--- config.mk ---
export PLATFORM = sky130hd
export DESIGN_NAME = onehot_seq_monitor
export DESIGN_NICKNAME = d
export VERILOG_FILES = /design/src/rtl/onehot_seq_pkg.sv /design/src/rtl/onehot_seq_monitor.sv
export SDC_FILE = /design/constraint.sdc
export NUM_CORES = 1
export LEC_CHECK = 0
export BUFFER_PORTS_ARGS = -buffer_cell sky130_fd_sc_hd__buf_2
export CAP_MARGIN = 15
export CORE_MARGIN = 2
export CORE_UTILIZATION = 35
export DETAILED_ROUTE_END_ITERATION = 12
export GPL_TIMING_DRIVEN = 0
export SLEW_MARGIN = 20
export SYNTH_ARGS = -nofsm -noshare
export SYNTH_HDL_FRONTEND = slang
export SYNTH_SLANG_ARGS = --single-unit
--- constraint.sdc ---
create_clock -name clk -period 2.6 [get_ports clk]
set_input_delay 0.52 -clock clk [delete_from_list [all_inputs] [get_ports clk]]
set_output_delay 0.52 -clock clk [all_outputs]
set_load 0.005 [all_outputs]
--- src/rtl/onehot_seq_pkg.sv ---
// Shared types and helpers for the one-hot sequence monitor: state encoding,
// sequence endpoints and the 1->2->4->8->1 successor function.
package onehot_seq_pkg;

    localparam int unsigned SEQ_W = 4;

    localparam logic [SEQ_W-1:0] SEQ_FIRST = 4'd1;
    localparam logic [SEQ_W-1:0] SEQ_LAST  = 4'd8;

    typedef enum logic [1:0] {
        UNLOCKED,
        LOCKED,
        FAULT
    } state_e;

    function automatic logic is_onehot_legal(input logic [SEQ_W-1:0] value);
        return (value == 4'd1) || (value == 4'd2) || (value == 4'd4) || (value == 4'd8);
    endfunction

    // Returns 0 for any value outside the rotation, so 0 never matches a legal successor.
    function automatic logic [SEQ_W-1:0] next_onehot(input logic [SEQ_W-1:0] value);
        case (value)
            4'd1:    return 4'd2;
            4'd2:    return 4'd4;
            4'd4:    return 4'd8;
            4'd8:    return 4'd1;
            default: return '0;
        endcase
    endfunction

endpackage

--- src/rtl/onehot_seq_monitor.sv ---
// Monitors a 1->2->4->8->1 one-hot counter: locks on, counts laps, records faults.
// Define SEQMON_HOLD_EN to accept a repeated one-hot value as a legal hold.
module onehot_seq_monitor
    import onehot_seq_pkg::*;
#(
    parameter int unsigned N_BITS   = SEQ_W,
    parameter int unsigned LOCK_RUN = 2,
    parameter int unsigned LAP_W    = 8,
    parameter int unsigned ERR_W    = 4
) (
    input  logic              clk,
    input  logic              reset,
    input  logic              load,
    input  logic [N_BITS-1:0] count_in,
    input  logic              clear_err,
    output logic              locked,
    output logic              err_flag,
    output logic [ERR_W-1:0]  err_count,
    output logic [LAP_W-1:0]  lap_count
);

    state_e             state_q, state_d;
    logic [N_BITS-1:0]  prev_q;
    logic               prev_v_q;
    logic               load_dly_q;
    logic [2:0]         run_q, run_d;
    logic [2:0]         run_inc;
    logic               err_flag_q, err_flag_d;
    logic [ERR_W-1:0]   err_count_q, err_count_d;
    logic [LAP_W-1:0]   lap_count_q, lap_count_d;

    logic [N_BITS-1:0]  succ;
    logic               legal;
    logic               hold;
    logic               lap_step;
    logic               fault;

    always_comb begin
        succ     = next_onehot(prev_q);
        legal    = prev_v_q && (succ != '0) && (count_in == succ);
`ifdef SEQMON_HOLD_EN
        hold     = prev_v_q && (count_in == prev_q) && is_onehot_legal(prev_q);
`else
        hold     = 1'b0;
`endif
        lap_step = (prev_q == SEQ_LAST) && (count_in == SEQ_FIRST);
        run_inc  = run_q + 3'd1;
    end

    always_comb begin
        state_d     = state_q;
        run_d       = run_q;
        err_flag_d  = err_flag_q;
        err_count_d = err_count_q;
        lap_count_d = lap_count_q;
        fault       = 1'b0;

        unique case (state_q)
            UNLOCKED: begin
                if (load_dly_q || !(legal || hold)) begin
                    run_d = '0;
                end else if (legal) begin
                    if (run_inc == 3'(LOCK_RUN)) begin
                        state_d = LOCKED;
                        run_d   = '0;
                    end else begin
                        run_d = run_inc;
                    end
                end
            end
            LOCKED: begin
                // A load one cycle earlier excuses any jump, but only to a one-hot value.
                if (load_dly_q) begin
                    if (!is_onehot_legal(count_in)) begin
                        state_d = UNLOCKED;
                    end
                end else if (legal) begin
                    if (lap_step) begin
                        lap_count_d = lap_count_q + 1'b1;
                    end
                end else if (!hold) begin
                    state_d = FAULT;
                    fault   = 1'b1;
                end
            end
            FAULT: begin
                state_d = UNLOCKED;
                run_d   = '0;
            end
            default: begin
                state_d = UNLOCKED;
                run_d   = '0;
            end
        endcase

        // A fault on the clearing edge wins and leaves a count of exactly one.
        if (fault) begin
            err_flag_d = 1'b1;
            if (clear_err) begin
                err_count_d = ERR_W'(1);
            end else if (err_count_q != '1) begin
                err_count_d = err_count_q + 1'b1;
            end
        end else if (clear_err) begin
            err_flag_d  = 1'b0;
            err_count_d = '0;
        end
    end

    always_ff @(posedge clk) begin
        if (reset) begin
            state_q     <= UNLOCKED;
            prev_q      <= '0;
            prev_v_q    <= 1'b0;
            load_dly_q  <= 1'b0;
            run_q       <= '0;
            err_flag_q  <= 1'b0;
            err_count_q <= '0;
            lap_count_q <= '0;
        end else begin
            state_q     <= state_d;
            prev_q      <= count_in;
            prev_v_q    <= 1'b1;
            load_dly_q  <= load;
            run_q       <= run_d;
            err_flag_q  <= err_flag_d;
            err_count_q <= err_count_d;
            lap_count_q <= lap_count_d;
        end
    end

    assign locked    = (state_q == LOCKED);
    assign err_flag  = err_flag_q;
    assign err_count = err_count_q;
    assign lap_count = lap_count_q;

endmodule

### Word level (Yosys, flattened, before mapping)

Index checks and enable logic that the tools add are counted.

| cells by class | value |
|---|---|
| add/sub/neg operators | 3 |
| equal/unequal tests | 18 |
| muxes and demuxes | 22 |
| bitwise gates (word level) | 2 |
| reduce and logical (&&, ||, !) cells | 16 |

Operators with widths:

| operator | count |
|---|---|
| $mux W4 | 4 |
| $pmux W4 S4 | 1 |
| $mux W2 | 6 |
| $mux W3 | 3 |
| $ne A3 B3 Y1 const B | 3 |
| $add A8 B1 Y8 const B | 1 |
| $eq A4 B1 Y1 const B | 2 |
| $eq A4 B2 Y1 const B | 2 |
| $eq A4 B3 Y1 const B | 2 |
| $eq A4 B4 Y1 const B | 2 |
| $mux W1 | 6 |
| $ne A2 B2 Y1 const B | 3 |
| $pmux W3 S2 | 1 |
| $reduce_and A5 Y1 | 1 |
| $add A4 B1 Y4 const B | 1 |
| $eq A4 B4 Y1 | 1 |
| $logic_or A1 B1 Y1 | 4 |
| $ne A4 B4 Y1 const B | 1 |
| $pmux W2 S2 | 1 |
| $reduce_and A2 Y1 | 2 |
| $reduce_and A4 Y1 | 1 |
| $reduce_bool A2 Y1 | 2 |
| $reduce_bool A4 Y1 | 1 |
| $add A3 B1 Y3 const B | 1 |
| 6 further kinds | 9 |

| storage, ports and cells | value |
|---|---|
| flip-flop bits (word level) | 24 |
| bits of input ports | 8 |
| word-level logic and storage cells | 69 |

### Logic depth before layout (Yosys ltp)

| depth | value |
|---|---|
| depth in word-level cells | 10 |
| gate-level depth with buffers | 6 |
| gate-level depth less buffers | 5 |

### Least setup slack after synthesis

OpenSTA, ideal clock, no wires.

| timing path | value |
|---|---|
| kind | input -> register |
| from | input count_in[3] |
| to | register err_count_q[2] (netlist: err_count[2]) |
| arrival | 1.945 ns |
| data required time | 2.484 ns |
| path slack | 0.538 ns |
| stages on the path | 6 |
| path buffers | 1 |
| cell sequence | and4bb_1 -> o21a_1 -> o221a_1 -> buf_6 -> or4b_1 -> o211a_1 |

| between the ends | value |
|---|---|
| longest elaborated chain between the ends | 7 |
| elaborated cells between the ends (all ways) | 8 |
| classes of those cells | eq/ne (1); mux (4); reduce/logical (3) |

RTL lines:

| what | RTL line | source |
|---|---|---|
| from (decl) | onehot_seq_monitor.sv:14 | `input logic [N_BITS-1:0] count_in,` |
| $eq A4 B4 Y1 * | onehot_seq_monitor.sv:40 | `legal = prev_v_q && (succ != '0) && (count_in == succ);` |
| $logic_and A1 B1 Y1 * | onehot_seq_monitor.sv:40 |  |
| $mux W1 * | onehot_seq_monitor.sv:77 | `end else if (legal) begin` |
| $mux W1 * | onehot_seq_monitor.sv:73 | `if (load_dly_q) begin` |
| $mux W1 * | onehot_seq_monitor.sv:58 | `unique case (state_q)` |
| $reduce_bool A2 Y1 (no source line) | - |  |
| $reduce_and A2 Y1 (no source line) | - |  |
| to (signal assigned) | onehot_seq_monitor.sv:127 | `err_count_q <= err_count_d;` |
| to (decl) | onehot_seq_monitor.sv:29 | `logic [ERR_W-1:0] err_count_q, err_count_d;` |

Mark *: on every way between the ends. The rest lies on a longest branch, timed or not.
A chain may end at the register's enable or synchronous reset.

### Worst setup path in the final report

| timing path | value |
|---|---|
| from | register prev_q[2] |
| to | register lap_count_q[5] (netlist: lap_count[5]) |

| between the ends | value |
|---|---|
| longest elaborated chain between the ends | 6 |
| elaborated cells between the ends (all ways) | 11 |
| classes of those cells | eq/ne (5); mux (1); reduce/logical (5) |

RTL lines:

| what | RTL line | source |
|---|---|---|
| from (decl) | onehot_seq_monitor.sv:23 | `logic [N_BITS-1:0] prev_q;` |
| from (signal assigned) | onehot_seq_monitor.sv:122 | `prev_q <= count_in;` |
| $eq A4 B4 Y1, or another cell as far along | onehot_seq_pkg.sv:22, onehot_seq_monitor.sv:46 |  |
| $pmux W4 S4 | onehot_seq_pkg.sv:22 | `case (value)` |
| $reduce_bool A4 Y1 | onehot_seq_monitor.sv:40 |  |
| $logic_and A1 B1 Y1 (2 in a row) | onehot_seq_monitor.sv:40 |  |
| $reduce_and A4 Y1 (no source line) * | - |  |
| to (signal assigned) | onehot_seq_monitor.sv:128 | `lap_count_q <= lap_count_d;` |
| to (decl) | onehot_seq_monitor.sv:30 | `logic [LAP_W-1:0] lap_count_q, lap_count_d;` |

Marked as above.

==> out/results.ini <==
[die]
core_area_mm2 = 0.00331
io_pins = 22
rows = 21
die_x_um = 62.6
die_h_um = 62.6
start_util_pct = 36.3
design.die.area_mm2 = 0.00392

[synth]
yosysWarningCount = 0
syn_nets = 147
synth_cell_type_count = 43
ys_seq_elements = 24
ys.flop_type = dfxtp_1
syn_area_mm2 = 0.00120
seq_area_frac_synth_pct = 40.0
synth.top_cells.by_count = dfxtp_1, nand2_1, nor2_1, o21ai_0, nor2b_1
yosysMostFrequentCell = dfxtp_1
synthCells = 135
yosys.area.top_type = dfxtp_1
synthTopCellsByArea = dfxtp_1, nand2_1, ha_1
async_flop_share_pct = 0
synth_top_area_share_pct = 40.0
synth-edff-count = 0
synth_area_per_cell_um2 = 8.91

[power_and_ir_drop]
p_leak_nw = 0.617
powerDensity_mw_per_mm2 = 495
ir_drop_uv = 201

[status]
outcome = complete, no violations

[setup_path]
critPathRequiredTime_ns = 2.87
worstPathArrival_ns = 2.52
crit_path_end_kind = flip-flop
r2r-start = prev_q[2]
rrSetupSlack_ns = 0.34
startpoint = prev_q[2]
cp_max_fo = 6
rr_worst_depth = 5
r2r_end = lap_count[5]
path_class = reg -> reg
cp-start-kind = flip-flop
worstSetupEndpoint = lap_count[5]

[cts]
clock_latency_ns = 0.34
clk_path_buf_depth = 2
cts_max_level = 1
post-cts-setup-buffers = 0
cts_resized = 0
numClockSinks = 24
clock-root-buffer = clkbuf_4
cts_tree = yes
postCtsHoldBufs = 0
clkSlewWorstSetupHoldPaths_ns = 0.15
cts_made_buffers = 3

[layout]
multi_input_area_um2 = 692
drive_gt1_share_pct = 17.5
seq_area_um2 = 480
final_cells = 206
antennaDiodeCount = 0
area_growth_pct = 17.9
fillerInstances = 357
finalInstanceArea_mm2 = 0.00142
nets = 173

[global_routing]
grt-ovfl-total = 0
antenna_found_initial = 0
grt_pass1_wl_um = 4640
grt_max_degree = 15
grt_pass1_vias = 1011
grt_use_total_pct = 15.1

[place]
place_congestion = 0.822
portBuffers = 21
preCtsSetupSlack_ns = 0.321
placed_cell_area_mm2 = 0.00137
dp_hpwl_um = 2020
dp_cells = 202

[sta]
slew-limit-headroom_pct = 62.1
worst_slack_ns = 0.343
period_share_pct = 86.8
worst_slew_pin_slew_ns = 0.567
drv_slew = 0
hold_violations = 0
fin_crit_ns = 2.26
final.setup_skew_ns = 0.0200
setup_viol = 0
max_clock_freq_ghz = 0.443
rsz0062_at_grt = no
fin_tns_setup_ns = 0

[route]
drt_iter0_drc = 44
drc_errors = 0
postRouteAntennaNets = 0
via_per_inst = 5.32
routed_wl_um = 2710
dr.pass1.iters = 4
wl_per_cell_um = 13.1
via_count = 1095

[run]
drv_cap = 0

[hold_path]
holdCritPathClass = in -> reg

routing by layer:
metal / up-vias / global-route usage (%) / share of wire [%]
li1: 552 / - / -
met1: 512 / 19.0 / 47
met2: 26 / 24.3 / 46
met3: 5 / 2.88 / 4.6
met4: 0 / 8.06 / 2.2
met5: - / 0 / 0
registers in the layout, summed over array words and instances (netlist names):
name / cells
load_dly_q: 1
err_flag: 1
lap_count: 8
prev_v_q: 1
err_count: 4
state_q: 2
prev_q: 4
run_q: 3
cells in the final DEF, fill, tap and decap left out, types with 3 or more instances in the layout:
master    synthesis  routed
a21oi_1           4       4
buf_2             0      21
clkbuf_4          0       3
dfxtp_1          24      24
ha_1              4       4
inv_1             3       3
mux2i_1           4       4
nand2_1          14      14
nand2b_1          3       3
nand3_1           4       4
nand4_1           3       3
nor2_1           10      10
nor2b_1           7       7
nor3b_1           3       3
o211a_1           3       3
o21ai_0          10      10
o31ai_1           3       3
xnor2_1           3       3
how the worst min path moves through the flow:
| stage | start | slack, ns | endpoint | cells past startpoint |
|---|---|---|---|---|
| 2_1_floorplan | run_q[1] | 0.45 | run_q[1] | 2 |
| 3_3_place_gp | run_q[2] | 0.46 | run_q[2] | 2 |
| 3_5_place_dp | run_q[2] | 0.48 | run_q[2] | 2 |
| 4_1_cts | reset | 0.40 | prev_v_q | 2 |
| 5_1_grt | reset | 0.40 | prev_v_q | 2 |
| 6_report | reset | 0.40 | prev_v_q | 2 |
metrics by stage:
| stage | hold slack (ns) | util (%) | total power [mW] |
|---|---|---|---|
| floorplan | 0.451 | - | 0.411 |
| global placement | 0.463 | 41.2 | 0.427 |
| detailed placement | 0.484 | 41.2 | 0.429 |
| CTS | 0.404 | 42.8 | 0.708 |
| global route | 0.402 | 42.8 | 0.732 |
| finish | 0.398 | 42.8 | 0.702 |
final cells by class:
type,instances,area share [%]
clock buffer,3,1.59
multi-input combinational,105,48.8
clock inverter,1,2.12
inverter,3,0.794
buffer,3,1.32
tap,46,4.06
sequential,24,33.9
timing repair buffer,21,7.41
cells by family after synthesis:
| group | count (synthesis) | share of synthesized area (%) |
|---|---|---|
| flip-flops | 24 | 40.0 |
| adder cells (fa/ha/maj) | 4 | 4.16 |
| XOR/XNOR | 5 | 3.64 |
| buffers and inverters | 6 | 2.50 |
| multiplexers | 4 | 3.33 |
| AO/OA/AOI/OAI | 32 | 18.3 |
| AND/OR/NAND/NOR | 60 | 28.1 |
critical path: stages, from the launching register on:
cell and delay (ns):
dfxtp_1 0.39, nor4b_1 0.41, mux2i_1 0.38, o2111ai_1 0.30, or4_1 0.57, a21oi_1 0.14
power by group:
part	switching [mW]	internal (mW)	leakage (nW)
combinational	0.0243	0.0174	0.394
clock	0.125	0.156	0.0279
sequential	0.00577	0.373	0.195
Note: power is estimated with default switching activity, not from simulation.
